File: config.mk
export PLATFORM = sky130hd
export DESIGN_NAME = key_bank_ctrl_flat
export DESIGN_NICKNAME = d
export VERILOG_FILES = /design/src/rtl/key_bank_ctrl_if.sv /design/src/rtl/key_bank_ctrl.sv /design/src/flat_wrapper.sv
export SDC_FILE = /design/constraint.sdc
export NUM_CORES = 1
export LEC_CHECK = 0
export BUFFER_PORTS_ARGS = -buffer_cell sky130_fd_sc_hd__buf_2
export CORE_ASPECT_RATIO = 0.8
export CORE_UTILIZATION = 45
export DETAILED_ROUTE_END_ITERATION = 10
export PLACE_DENSITY = 0.69
export SETUP_SLACK_MARGIN = 0.15
export SYNTH_ARGS = -nofsm -noshare
export SYNTH_HDL_FRONTEND = slang
export SYNTH_SLANG_ARGS = --single-unit
File: constraint.sdc
create_clock -name clk -period 2.9 [get_ports clk]
set_input_delay 0.29 -clock clk [delete_from_list [all_inputs] [get_ports clk]]
set_output_delay 0.29 -clock clk [all_outputs]
set_load 0.005 [all_outputs]
File: src/rtl/key_bank_ctrl_if.sv
// Colour register bank port bundle: one combinational read port and one write port.
// The controller is the master; the bank is the slave.
interface key_bank_ctrl_if #(
    parameter int ADDR_W = 4,
    parameter int DATA_W = 3
);
    logic [ADDR_W-1:0] rd_addr;
    logic [DATA_W-1:0] rd_data;
    logic              wr_en;
    logic [ADDR_W-1:0] wr_addr;
    logic [DATA_W-1:0] wr_data;

    modport master (output rd_addr, wr_en, wr_addr, wr_data, input rd_data);
    modport slave  (input rd_addr, wr_en, wr_addr, wr_data, output rd_data);
endinterface

File: src/rtl/key_bank_ctrl.sv
// Keypad-to-colour-bank sequencer: debounced one-shot read-modify-write per press,
// full-bank clear sweep, VGA read-port sharing and buzzer tone/beep window.
module key_bank_ctrl #(
    parameter int ADDR_W      = 4,
    parameter int DATA_W      = 3,
    parameter int DEB_CYCLES  = 50000,
    parameter int BEEP_CYCLES = 5000000
) (
    input  logic                clk,
    input  logic                rst,
    input  logic                key_opr,
    input  logic [ADDR_W-1:0]   key_pos,
    input  logic                clr_req,
    input  logic [ADDR_W-1:0]   vga_addr,
    key_bank_ctrl_if.master     bank,
    output logic                vga_valid,
    output logic                beep,
    output logic [11:0]         tone_n,
    output logic                busy,
    output logic                clr_done
);
    localparam int CNT_W  = $clog2(DEB_CYCLES + 1);
    localparam int BCNT_W = $clog2(BEEP_CYCLES + 1);
    localparam logic [CNT_W-1:0]  DEB_LAST  = CNT_W'(DEB_CYCLES - 1);
    localparam logic [CNT_W-1:0]  CNT_ONE   = CNT_W'(1'b1);
    localparam logic [CNT_W-1:0]  CNT_ZERO  = CNT_W'(1'b0);
    localparam logic [BCNT_W-1:0] BEEP_LOAD = BCNT_W'(BEEP_CYCLES);
    localparam logic [BCNT_W-1:0] BEEP_ONE  = BCNT_W'(1'b1);
    localparam logic [BCNT_W-1:0] BEEP_ZERO = BCNT_W'(1'b0);
    localparam logic [DATA_W-1:0] DATA_ONE  = DATA_W'(1'b1);
    localparam logic [DATA_W-1:0] DATA_ZERO = DATA_W'(1'b0);
    localparam logic [ADDR_W-1:0] ADDR_ONE  = ADDR_W'(1'b1);
    localparam logic [ADDR_W-1:0] ADDR_ZERO = ADDR_W'(1'b0);
    localparam logic [ADDR_W-1:0] ADDR_LAST = {ADDR_W{1'b1}};
    localparam logic [11:0]       TONE_BASE = 12'd1000;
    localparam logic [11:0]       TONE_STEP = 12'd50;

    typedef enum logic [2:0] {
        ST_IDLE     = 3'd0,
        ST_DEBOUNCE = 3'd1,
        ST_READ     = 3'd2,
        ST_WRITE    = 3'd3,
        ST_HOLD     = 3'd4,
        ST_CLEAR    = 3'd5
    } state_t;

    state_t              state_r, state_s;
    logic                sync1_r, key_s_r;
    logic [CNT_W-1:0]    cnt_r, cnt_s;
    logic [ADDR_W-1:0]   pos_r, pos_s;
    logic [ADDR_W-1:0]   clr_addr_r, clr_addr_s;
    logic                clr_pend_r, clr_pend_s;
    logic [BCNT_W-1:0]   beep_cnt_r, beep_cnt_s;
    logic                wr_en_r, wr_en_s;
    logic [ADDR_W-1:0]   wr_addr_r, wr_addr_s;
    logic [DATA_W-1:0]   wr_data_r, wr_data_s;
    logic                beep_r;
    logic [11:0]         tone_r;
    logic                load_tone_s;
    logic                clr_fin_r, clr_fin_s;
    logic                clr_done_r;

    // Two-flop synchronizer for the asynchronous keypad flag.
    always_ff @(posedge clk or negedge rst) begin
        if (!rst) begin
            sync1_r <= 1'b0;
            key_s_r <= 1'b0;
        end else begin
            sync1_r <= key_opr;
            key_s_r <= sync1_r;
        end
    end

    // Next-state, counters and write-port requests; outputs are registered below.
    always_comb begin
        state_s     = state_r;
        cnt_s       = cnt_r;
        pos_s       = pos_r;
        clr_addr_s  = clr_addr_r;
        clr_pend_s  = clr_pend_r | (clr_req & (state_r != ST_IDLE));
        wr_en_s     = 1'b0;
        wr_addr_s   = wr_addr_r;
        wr_data_s   = wr_data_r;
        load_tone_s = 1'b0;
        clr_fin_s   = 1'b0;
        case (state_r)
            ST_IDLE: begin
                if (clr_pend_r || clr_req) begin
                    clr_addr_s = ADDR_ZERO;
                    state_s    = ST_CLEAR;
                end else if (key_s_r) begin
                    pos_s   = key_pos;
                    cnt_s   = CNT_ZERO;
                    state_s = ST_DEBOUNCE;
                end else begin
                    state_s = ST_IDLE;
                end
            end
            ST_DEBOUNCE: begin
                if (!key_s_r) begin
                    state_s = ST_IDLE;
                end else if (key_pos != pos_r) begin
                    pos_s = key_pos;
                    cnt_s = CNT_ZERO;
                end else if (cnt_r == DEB_LAST) begin
                    state_s = ST_READ;
                end else begin
                    cnt_s = cnt_r + CNT_ONE;
                end
            end
            // The write strobe is requested here so the registered wr_en is high during WRITE.
            ST_READ: begin
                wr_en_s   = 1'b1;
                wr_addr_s = pos_r;
                wr_data_s = bank.rd_data + DATA_ONE;
                state_s   = ST_WRITE;
            end
            ST_WRITE: begin
                load_tone_s = 1'b1;
                cnt_s       = CNT_ZERO;
                state_s     = ST_HOLD;
            end
            ST_HOLD: begin
                if (key_s_r) begin
                    cnt_s = CNT_ZERO;
                end else if (cnt_r == DEB_LAST) begin
                    state_s = ST_IDLE;
                end else begin
                    cnt_s = cnt_r + CNT_ONE;
                end
            end
            ST_CLEAR: begin
                wr_en_s   = 1'b1;
                wr_addr_s = clr_addr_r;
                wr_data_s = DATA_ZERO;
                if (clr_addr_r == ADDR_LAST) begin
                    clr_fin_s  = 1'b1;
                    clr_pend_s = 1'b0;
                    state_s    = ST_IDLE;
                end else begin
                    clr_addr_s = clr_addr_r + ADDR_ONE;
                end
            end
            default: begin
                state_s = ST_IDLE;
            end
        endcase

        if (load_tone_s) begin
            beep_cnt_s = BEEP_LOAD;
        end else if (beep_cnt_r != BEEP_ZERO) begin
            beep_cnt_s = beep_cnt_r - BEEP_ONE;
        end else begin
            beep_cnt_s = BEEP_ZERO;
        end
    end

    // State and sequencing registers.
    always_ff @(posedge clk or negedge rst) begin
        if (!rst) begin
            state_r    <= ST_IDLE;
            cnt_r      <= CNT_ZERO;
            pos_r      <= ADDR_ZERO;
            clr_addr_r <= ADDR_ZERO;
            clr_pend_r <= 1'b0;
            beep_cnt_r <= BEEP_ZERO;
        end else begin
            state_r    <= state_s;
            cnt_r      <= cnt_s;
            pos_r      <= pos_s;
            clr_addr_r <= clr_addr_s;
            clr_pend_r <= clr_pend_s;
            beep_cnt_r <= beep_cnt_s;
        end
    end

    // Registered outputs; clr_done trails the final sweep write by one cycle.
    always_ff @(posedge clk or negedge rst) begin
        if (!rst) begin
            wr_en_r    <= 1'b0;
            wr_addr_r  <= ADDR_ZERO;
            wr_data_r  <= DATA_ZERO;
            beep_r     <= 1'b0;
            tone_r     <= TONE_BASE;
            clr_fin_r  <= 1'b0;
            clr_done_r <= 1'b0;
        end else begin
            wr_en_r    <= wr_en_s;
            wr_addr_r  <= wr_addr_s;
            wr_data_r  <= wr_data_s;
            beep_r     <= (beep_cnt_s != BEEP_ZERO);
            tone_r     <= load_tone_s ? (TONE_BASE + 12'(pos_r) * TONE_STEP) : tone_r;
            clr_fin_r  <= clr_fin_s;
            clr_done_r <= clr_fin_r;
        end
    end

    assign bank.rd_addr = (state_r == ST_READ) ? pos_r : vga_addr;
    assign bank.wr_en   = wr_en_r;
    assign bank.wr_addr = wr_addr_r;
    assign bank.wr_data = wr_data_r;
    assign vga_valid    = (state_r != ST_READ);
    assign busy         = (state_r != ST_IDLE);
    assign beep         = beep_r;
    assign tone_n       = tone_r;
    assign clr_done     = clr_done_r;
endmodule

File: src/flat_wrapper.sv
// flat-port wrapper written by rule: the top's interface ports become plain ports
module key_bank_ctrl_flat 
#(
    parameter int ADDR_W      = 4,
    parameter int DATA_W      = 3,
    parameter int DEB_CYCLES  = 50000,
    parameter int BEEP_CYCLES = 5000000
)
  (clk, rst, key_opr, key_pos, clr_req, vga_addr, vga_valid, beep, tone_n, busy, clr_done, bank_rd_addr, bank_wr_en, bank_wr_addr, bank_wr_data, bank_rd_data);
  key_bank_ctrl_if #(.ADDR_W(ADDR_W), .DATA_W(DATA_W)) bank_i ();
  input  logic clk;
  input  logic rst;
  input  logic key_opr;
  input  logic [ADDR_W-1:0] key_pos;
  input  logic clr_req;
  input  logic [ADDR_W-1:0] vga_addr;
  output logic vga_valid;
  output logic beep;
  output logic [11:0] tone_n;
  output logic busy;
  output logic clr_done;
  output wire logic [$bits(bank_i.rd_addr)-1:0] bank_rd_addr;
  output wire logic [$bits(bank_i.wr_en)-1:0] bank_wr_en;
  output wire logic [$bits(bank_i.wr_addr)-1:0] bank_wr_addr;
  output wire logic [$bits(bank_i.wr_data)-1:0] bank_wr_data;
  input wire logic [$bits(bank_i.rd_data)-1:0] bank_rd_data;
  assign bank_rd_addr = bank_i.rd_addr;
  assign bank_wr_en = bank_i.wr_en;
  assign bank_wr_addr = bank_i.wr_addr;
  assign bank_wr_data = bank_i.wr_data;
  assign bank_i.rd_data = bank_rd_data;
  key_bank_ctrl #(.ADDR_W(ADDR_W), .DATA_W(DATA_W), .DEB_CYCLES(DEB_CYCLES), .BEEP_CYCLES(BEEP_CYCLES)) u_core (.clk(clk), .rst(rst), .key_opr(key_opr), .key_pos(key_pos), .clr_req(clr_req), .vga_addr(vga_addr), .bank(bank_i), .vga_valid(vga_valid), .beep(beep), .tone_n(tone_n), .busy(busy), .clr_done(clr_done));
endmodule
==> summary.txt, run 1 <==
Status
  – Status: finished clean

Finish
  – Most frequent cells in the layout: 68 x dfrtp_1, 53 x nand2_1, 39 x nor2_1, 39 x buf_2, 24 x o21ai_0
  – Share of cells above drive strength 1: 0.173
  – Synth-to-Final Area Change: 13.8%
  – Layout Nets: 495
  – ANT cells: 0
  – Most common cell after layout, fill and taps aside: dfrtp_1

Setup path
  – Delay-heaviest family, CP: simple AND/OR/NAND/NOR gates
  – FF-to-FF path depth: 7
  – Sequence of cells on the critical path: inv_1 -> ha_1 -> or4b_1 -> o21a_1 -> nor4_1 -> o2111a_1 -> a41oi_1
  – Crit. path cell count: 7
  – Crit path arrival time: 2.64 ns
  – WP buf/inv: 1
  – CP required: 3.10 ns
  – CP max stage delay: 0.66 ns
  – Crit. End Element: register
  – Top fanout value on the critical path: 9
  – Worst setup SP type: register
  – WS Path Type: register to register
  – Slowest CP cell: or4b_1

Power and ir drop
  – P per Cell Area: 790 mW/mm2
  – Peak VDD IR: 0.000552 V
  – Lkg Pwr: 0.00230 uW

Yosys
  – Number of synthesized flops with an enable pin: 0
  – Post-synthesis simple-gate area fraction: 0.253
  – Post-Synth XOR/XNOR Area: 0.0792
  – Top_reg_cell synth: dfrtp_1
  – Yosys cell types: 66
  – Mux cell area share after synthesis: 0.0110
  – Avg Cell Area, Syn: 9.65 um2
  – #FFs+latches synth: 74
  – Sequential share of the synthesized area: 0.454
  – Mapped Cells: 424
  – Synth warnings: 0
  – Ys async rst share: 1.00
  – Share of the synthesized area in the top cell type: 0.416
  – Mapped cell area: 0.00409 mm2
  – Top post-synthesis cells by area: dfrtp_1 42%, ha_1 4.9%, nand2_1 4.9%, xor2_1 4.1%, dfstp_2 3.9%
  – Synth area leader: dfrtp_1
  – Largest family of logic cells by synthesized area: simple AND/OR/NAND/NOR gates
  – Compound-cell area share of the yosys netlist: 0.113
  – Adder-cell area share of the yosys netlist: 0.0538

Placement
  – PortBufs: 40
  – DP HPWL: 6420 um
  – GP Congestion: 0.829
  – Place WS: 0.453 ns

Global routing
  – Total gr overflow: 0
  – GR Util All Layers: 0.213
  – Largest net degree at the start of global routing: 75
  – Number of global-route vias before repair: 3248
  – First-pass GRT wire length: 15600 um
  – Initial antenna violation count: 0

Floorplan
  – Initial Util: 0.474
  – Core area: 0.00863 mm2
  – DIE HEIGHT: 87.3 um
  – Row count: 30
  – IO Pins: 43
  – Die Wd: 109 um
  – Die ar.: 0.00948 mm2

Timing
  – Slew margin rel.: 0.379
  – Worst Setup Slack, final: 0.460 ns
  – Worst Skew: 0.00483 ns
  – Worst slew pin tran: 0.931 ns
  – Final period utilization: 0.841
  – Unrepaired setup endpoints after global routing: false
  – Final Critical Period: 2.44 ns
  – Fin. Hold Viols: 0
  – Max Transition Viols Final: 0
  – Setup violations, final: 0
  – Setup TNS: 0 ns
  – Peak Freq: 410 MHz

Routing
  – Routed length per instance: 15.6 um
  – Final wirelength: 9060 um
  – Vias: 3291
  – DR DRC count: 0
  – Iteration-0 DRC Markers: 121
  – Routed vias/inst: 5.67
  – DRT Pass-1 Iters: 4
  – Post-DRT Antenna Nets: 0

Clock tree
  – Total CTS buffers: 9
  – CTS resizes: 0
  – CTS clk-pin slew, worst paths: 0.06 ns
  – Worst-skew pair later-pin latency: 0.34 ns
  – Root buf cell: clkbuf_16
  – Hold_buf cts: 0
  – CTS tree: done
  – Htree depth: 3
  – Postcts setup bufs: 0
  – CTS Sinks: 74
  – Max Root-Sink Buffers: 2

Hold path
  – Hold WC Path Type: primary input to register
  – Hold path cells: 1

Flow run
  – # Max-Cap Violations: 0
synthesized netlist by cell type, types with 4 or more instances:
cell,n
o31ai_1,4
o21ai_0,24
nor4_1,8
or3_1,7
inv_1,7
dfstp_2,6
a31oi_1,4
a21oi_1,16
clkbuf_1,9
dfrtp_1,68
ha_1,16
and3_1,8
nor2_1,39
nor3_1,13
xnor2_1,18
nand3b_1,7
nand3_1,14
xor2_1,19
nand2_1,53
mux2_2,4
nand4_1,10
logic make-up after synthesis:
group,Yosys count
compound gates,73
xor+xnor,37
fa+ha+maj,17
buf+inv,26
flops,74
mux,4
other cells,1
simple gates,192
state kept, by name, indices dropped and copies added, names as in the netlist:
signal / flops
u_core.clr_pend_r: 1
u_core.beep_cnt_r: 23
u_core.clr_addr_r: 4
u_core.state_r: 3
u_core.bank.wr_addr: 4
u_core.pos_r: 4
u_core.cnt_r: 16
u_core.clr_done: 1
u_core.key_s_r: 1
u_core.beep: 1
u_core.sync1_r: 1
u_core.tone_n: 10
u_core.clr_fin_r: 1
u_core.bank.wr_data: 3
u_core.bank.wr_en: 1
final timing paths:
path | start | to | slack, ns
worst min-delay path | key_opr | u_core.sync1_r | 0.05
worst max register to register | u_core.beep_cnt_r[0] | u_core.beep | 0.46
worst max-delay path | u_core.beep_cnt_r[0] | u_core.beep | 0.46
max in group asynchronous | rst | u_core.beep_cnt_r[11] | 2.21
worst min register to register | u_core.sync1_r | u_core.key_s_r | 0.35
min in group asynchronous | rst | u_core.beep_cnt_r[10] | 0.09
power breakdown:
group / total [uW] / switching (uW) / internal (uW)
combinational: 1280 / 729 / 549
clock: 1080 / 449 / 629
sequential: 1320 / 181 / 1140
routing by layer:
| layer | global-route usage | vias to the layer above | wire [um] |
|---|---|---|---|
| met5 | 0 | - | 0 |
| met2 | 0.342 | 99 | 4190 |
| met3 | 0.0501 | 11 | 513 |
| li1 | - | 1592 | - |
| met1 | 0.284 | 1589 | 4240 |
| met4 | 0.0725 | 0 | 119 |
metrics by stage:
| stage | hold slack (ns) | util | power [uW] | area, um2 | std cells |
|---|---|---|---|---|---|
| 2_1_floorplan | -0.00559 | - | 2260 | 4100 | 425 |
| 3_5_place_dp | 0.342 | 0.506 | 2610 | 4370 | 564 |
| 6_report | 0.0540 | 0.539 | 3680 | 4660 | 580 |
| 3_3_place_gp | 0.334 | 0.506 | 2560 | 4370 | 564 |
| 4_1_cts | 0.0414 | 0.539 | 3710 | 4660 | 580 |
| 5_1_grt | 0.0435 | 0.539 | 3920 | 4660 | 580 |
area by class of cell:
| type | instances | area, um2 |
|---|---|---|
| Inverter | 8 | 30.0 |
| Clock buffer | 11 | 253 |
| Clock inverter | 5 | 37.5 |
| Tap cell | 112 | 140 |
| Sequential cell | 74 | 1860 |
| Timing Repair Buffer | 45 | 240 |
| Multi-Input combinational cell | 325 | 2100 |
| Fill cell | 792 | 3980 |
Note: power is estimated with default switching activity, not from simulation.
==> run 2: changes to the inputs <==
Settings changed: ABC_AREA set to 1, PLACE_DENSITY 0.69 to 0.68.
Clock period 2.9 ns to 2.4 ns, I/O delays scaled along.
==> summary.txt, run 2 <==
Placement
  – PortBufs: 40
  – DP Cell Count: 731
  – DP HPWL: 6920 um
  – GP Congestion: 0.868

Floorplan
  – Die ar.: 0.0100 mm2
  – Die Wd: 112 um
  – Core area: 0.00919 mm2
  – DIE HEIGHT: 89.8 um
  – IO Pins: 43
  – Initial Util: 0.472
  – Row count: 31

Finish
  – Synth-to-Final Area Change: 17.8%
  – Layout Nets: 662
  – Most common cell after layout, fill and taps aside: nand2_1
  – Final core utilization: 0.555
  – Share of cells above drive strength 1: 0.165
  – Non-filler cells, final: 750
  – Most frequent cells in the layout: 159 x nand2_1, 86 x nor2_1, 68 x dfrtp_1, 64 x inv_1, 39 x buf_2
  – Max reg flops: 23
  – ANT cells: 0
  – Largest register by flop count: u_core.beep_cnt_r

Setup path
  – Crit path arrival time: 2.52 ns
  – Reg-to-reg startpoint: u_core.pos_r[1]
  – Worst setup SP type: register
  – CP required: 2.67 ns
  – WS Path Type: register to register
  – Setup crit end: u_core.tone_n[9]
  – Crit. End Element: register
  – Flop-to-flop setup slack: 0.14 ns
  – Worst Setup SP: u_core.pos_r[1]
  – FF-to-FF path depth: 7
  – Top fanout value on the critical path: 3
  – Worst reg2reg endpoint: u_core.tone_n[9]

Routing
  – DR DRC count: 2
  – Routed vias/inst: 5.02
  – Iteration-0 DRC Markers: 230
  – Final wirelength: 9370 um
  – Vias: 3766
  – Routed length per instance: 12.5 um
  – DRT Pass-1 Iters: 8
  – Post-DRT Antenna Nets: 0

Timing
  – Hold slack: 0.0352 ns
  – Slew margin rel.: 0.396
  – Worst slew pin tran: 0.906 ns
  – Setup violations, final: 0
  – Unrepaired setup endpoints after global routing: true
  – Final period utilization: 0.940
  – Peak Freq: 443 MHz
  – Max Transition Viols Final: 0
  – Setup TNS: 0 ns
  – Final Critical Period: 2.26 ns
  – Fin. Hold Viols: 0
  – Worst Skew: 0.00298 ns

Yosys
  – Ys async rst share: 1.00
  – Synth warnings: 0
  – Count leader, synth: nand2_1
  – Mapped cell area: 0.00434 mm2
  – Share of the synthesized area in the top cell type: 0.392
  – Commonest cells in the netlist: 159 x nand2_1, 87 x nor2_1, 68 x dfrtp_1
  – Sequential share of the synthesized area: 0.429
  – Top_reg_cell synth: dfrtp_1
  – Number of synthesized flops with an enable pin: 0
  – Avg Cell Area, Syn: 7.51 um2
  – Mapped Cells: 577
  – Yosys cell types: 42
  – Synth area leader: dfrtp_1
  – Top post-synthesis cells by area: dfrtp_1 39%, nand2_1 14%, nor2_1 7.5%, inv_1 5.5%, ha_1 4.6%
  – #FFs+latches synth: 74

Power and ir drop
  – Pwr Total: 6780 uW
  – Comb power frac: 0.470
  – Psw: 2810 uW
  – Lkg Pwr: 0.00254 uW
  – Flop pwr share: 0.299
  – Switching Share: 0.414
  – P per Cell Area: 1330 mW/mm2
  – Peak VDD IR: 0.000747 V
  – Clk pwr share: 0.232
  – Internal power: 3970 uW

Global routing
  – First-pass GRT wire length: 16500 um
  – GR Util All Layers: 0.203
  – Largest net degree at the start of global routing: 75
  – Initial antenna violation count: 0
  – Total gr overflow: 0
  – Number of global-route vias before repair: 3604

Clock tree
  – Total CTS buffers: 9
  – CTS tree: done
  – CTS Sinks: 74
  – Worst-skew pair later-pin latency: 0.34 ns
  – Root buf cell: clkbuf_16
  – Htree depth: 3
  – CTS clk-pin slew, worst paths: 0.06 ns
  – Max Root-Sink Buffers: 2

Status
  – Status: finished with violations
  – Failing checks: DRC

Flow run
  – # Max-Cap Violations: 0

Hold path
  – Hold WC Path Type: primary input to asynchronous set/reset pin
## run 2: cell count changes after synthesis, sizes merged, moves of 5 or more
cell and change:
xnor2 -15, nand3 +25, o21ai +5, nor4 -7
inv +65, and3 -8, nor2 +58, or3 -6
nand2 +110, clkbuf -7
## run 2: worst min-delay path by stage
| stage | slack [ns] | from | end |
|---|---|---|---|
| after detailed placement | 0.34 | u_core.sync1_r | u_core.key_s_r |
| after global routing | 0.13 | rst | u_core.beep_cnt_r[20] |
| after global placement | 0.34 | u_core.sync1_r | u_core.key_s_r |
| after CTS | 0.08 | rst | u_core.beep_cnt_r[7] |
| after floorplan | -0.06 | rst | u_core.bank.wr_addr[0] |
| final | 0.04 | rst | u_core.beep_cnt_r[7] |
## run 2: critical path: stages (launching register included)
cell and delay [ns]:
dfrtp_1 0.40, ha_1 0.30, ha_2 0.19, fa_1 0.51
or3_4 0.44, nor2_4 0.14, a21oi_1 0.07, o21ai_1 0.14
## run 2: timing repair
| action | CTS | global route |
|---|---|---|
| gates resized for setup | 0 | 11 |
| setup endpoints to repair | 3 | 5 |
| pin swaps | 0 | 6 |
| buffers inserted | 1 | 1 |
| hold endpoints to repair | 1 | 0 |
| hold buffers | 1 | 0 |
| cloned | 0 | 0 |
## run 2: final cells by class
class,instances,area (um2)
Multi-Input combinational cell,424,2210
Timing Repair Buffer,49,273
Sequential cell,74,1860
Fill cell,830,4090
Inverter,72,270
Tap cell,115,144
Clock buffer,10,239
Clock inverter,6,114
## run 2: kinds of logic (layout without fill, tap and decap cells)
kind of cell             Yosys count  count (layout)  share of synthesized area
AND/OR/NAND/NOR                  324             324                      0.321
multiplexers                       1               1                    0.00260
other                              1               2                   0.000865
adder cells (fa/ha/maj)           17              17                     0.0508
AO/OA/AOI/OAI                     59              59                     0.0799
buffers and inverters             80             137                     0.0733
XOR/XNOR                          21              21                     0.0424
flip-flops                        74              74                      0.429
## run 2: routing by layer
| metal | track usage | vias up | wire, um |
|---|---|---|---|
| met5 | 0 | - | 0 |
| met4 | 0.0586 | 0 | 98 |
| met3 | 0.0459 | 9 | 436 |
| met2 | 0.319 | 77 | 4260 |
| met1 | 0.280 | 1741 | 4580 |
| li1 | - | 1939 | - |
## run 2: power by group through the flow
stage | Combinational (uW) | Sequential [uW] | Clock [uW]
4_1_cts | 2980 | 2020 | 1610
6_report | 3180 | 2030 | 1570
3_5_place_dp | 2940 | 2050 | 0
2_1_floorplan | 2190 | 2000 | 0
3_3_place_gp | 2870 | 2030 | 0
5_1_grt | 3650 | 2090 | 1640
## run 2: through the flow
| stage | worst slack [ns] | instance area, um2 |
|---|---|---|
| after detailed placement | 0.116 | 4680 |
| final | 0.144 | 5110 |
| after global placement | 0.137 | 4680 |
| after floorplan | 0.190 | 4340 |
| after CTS | 0.128 | 5050 |
| after global routing | 0.0613 | 5110 |
==> run 3: changes to the inputs <==
Settings changed: ABC_AREA 1 to unset, PLACE_DENSITY 0.68 to 0.69.
==> summary.txt, run 3 (synthesis results as in run 1) <==
Status
  – Status: finished clean

Floorplan
  – Core area: 0.00863 mm2
  – IO Pins: 43
  – Row count: 30
  – Die ar.: 0.00948 mm2
  – DIE HEIGHT: 87.3 um
  – Initial Util: 0.474
  – Die Wd: 109 um

Setup path
  – Worst setup SP type: register
  – Reg-to-reg startpoint: u_core.pos_r[1]
  – WS Path Type: register to register
  – Crit path arrival time: 2.47 ns
  – Worst Setup SP: u_core.pos_r[1]
  – CP required: 2.67 ns
  – Top fanout value on the critical path: 3
  – Crit. End Element: register

Finish
  – Non-filler cells, final: 594
  – Max reg flops: 23
  – Most frequent cells in the layout: 67 x dfrtp_1, 53 x nand2_1, 39 x nor2_1, 39 x buf_2, 22 x o21ai_0
  – Layout Nets: 509
  – ANT cells: 0
  – Largest register by flop count: u_core.beep_cnt_r
  – Most common cell after layout, fill and taps aside: dfrtp_1
  – Synth-to-Final Area Change: 19.4%
  – Share of cells above drive strength 1: 0.212

Clock tree
  – CTS tree: done
  – Worst-skew pair later-pin latency: 0.33 ns
  – Root buf cell: clkbuf_16
  – CTS clk-pin slew, worst paths: 0.06 ns
  – Max Root-Sink Buffers: 2
  – Htree depth: 3
  – CTS Sinks: 74
  – Total CTS buffers: 9

Power and ir drop
  – Flop pwr share: 0.303
  – Comb power frac: 0.387
  – Peak VDD IR: 0.000763 V
  – P per Cell Area: 1030 mW/mm2
  – Internal power: 3330 uW
  – Psw: 1720 uW
  – Switching Share: 0.341
  – Lkg Pwr: 0.00240 uW
  – Clk pwr share: 0.310

Global routing
  – Number of global-route vias before repair: 3181
  – GR Util All Layers: 0.212
  – Total gr overflow: 0
  – Initial antenna violation count: 0
  – First-pass GRT wire length: 15500 um
  – Largest net degree at the start of global routing: 75

Routing
  – Final wirelength: 9310 um
  – Iteration-0 DRC Markers: 158
  – Vias: 3392
  – Routed vias/inst: 5.71
  – DRT Pass-1 Iters: 4
  – DR DRC count: 0
  – Routed length per instance: 15.7 um
  – Post-DRT Antenna Nets: 0

Timing
  – Max Transition Viols Final: 0
  – Worst slew pin tran: 0.921 ns
  – Slew margin rel.: 0.386
  – Hold slack: 0.0394 ns
  – Worst Skew: 0.00766 ns
  – Final period utilization: 0.919
  – Worst Setup Slack, final: 0.194 ns
  – Setup TNS: 0 ns
  – Final Critical Period: 2.21 ns
  – Unrepaired setup endpoints after global routing: true
  – Fin. Hold Viols: 0
  – Peak Freq: 453 MHz
  – Setup violations, final: 0

Hold path
  – Hold WC Path Type: primary input to asynchronous set/reset pin

Placement
  – DP HPWL: 6410 um
  – Place WS: 0.0790 ns
  – GP Congestion: 0.811
  – DP Cell Count: 573
  – PortBufs: 40

Flow run
  – # Max-Cap Violations: 0
-- run 3: cell count changes in the layout (fill, tap and decap cells not counted), sizes merged, moves of 7 or more --
cell	delta
nor4	+7
and3	+8
xnor2	+15
inv	-65
nand3	-25
buf	+10
nor2	-58
nand2	-110
-- run 3: area by class of cell --
cell class	instances	area, um2
clock inverter	4	98.8
timing repair buffer	59	348
inverter	8	30.0
fill	757	3740
clock buffer	12	246
tap	112	140
sequential	74	1860
multi-input combinational	325	2160
-- run 3: routing by layer --
metal  vias up  share of wire  track usage
met5         -              0            0
met4         0          0.014       0.0651
met3        15          0.062       0.0576
met2       108           0.46        0.329
met1      1656           0.47        0.289
li1       1613              -            -
-- run 3: final timing paths --
check	endpoint	slack, ns	depth (start not counted)
worst max-delay path	u_core.tone_n[8]	0.19	7
max in group asynchronous	u_core.pos_r[2]	1.71	1
worst max register to register	u_core.tone_n[8]	0.19	7
worst min register to register	u_core.clr_done	0.35	0
min in group clk	u_core.bank.wr_data[0]	0.11	2
worst min-delay path	u_core.beep_cnt_r[12]	0.04	1
-- run 3: stage by stage --
stage | area [um2] | utilization | power (uW)
2_1_floorplan | 4100 | - | 2730
3_3_place_gp | 4430 | 0.514 | 3180
3_5_place_dp | 4430 | 0.514 | 3220
4_1_cts | 4810 | 0.557 | 4860
5_1_grt | 4890 | 0.566 | 5360
6_report | 4890 | 0.566 | 5050
-- run 3: power by group through the flow --
| stage | clock network [uW] | logic, uW | registers [uW] |
|---|---|---|---|
| 5_1_grt | 1650 | 2160 | 1550 |
| 6_report | 1560 | 1950 | 1530 |
| 3_5_place_dp | 0 | 1690 | 1540 |
| 2_1_floorplan | 0 | 1200 | 1530 |
| 4_1_cts | 1590 | 1750 | 1520 |
| 3_3_place_gp | 0 | 1650 | 1530 |
-- run 3: what timing repair did --
action                     in CTS  in global routing
pin swaps                       2                  6
buffers inserted                1                  3
setup endpoints to repair       4                  6
hold buffers                    0                  1
resized for setup               6                  9
cloned                          0                  0
hold endpoints to repair        0                  1
-- run 3: critical path, stage by stage (launching register included) --
cell,delay (ns)
dfrtp_1,0.43
ha_4,0.27
ha_4,0.17
fa_2,0.41
xor2_2,0.17
a2111o_1,0.39
xor2_1,0.16
o21ai_1,0.13
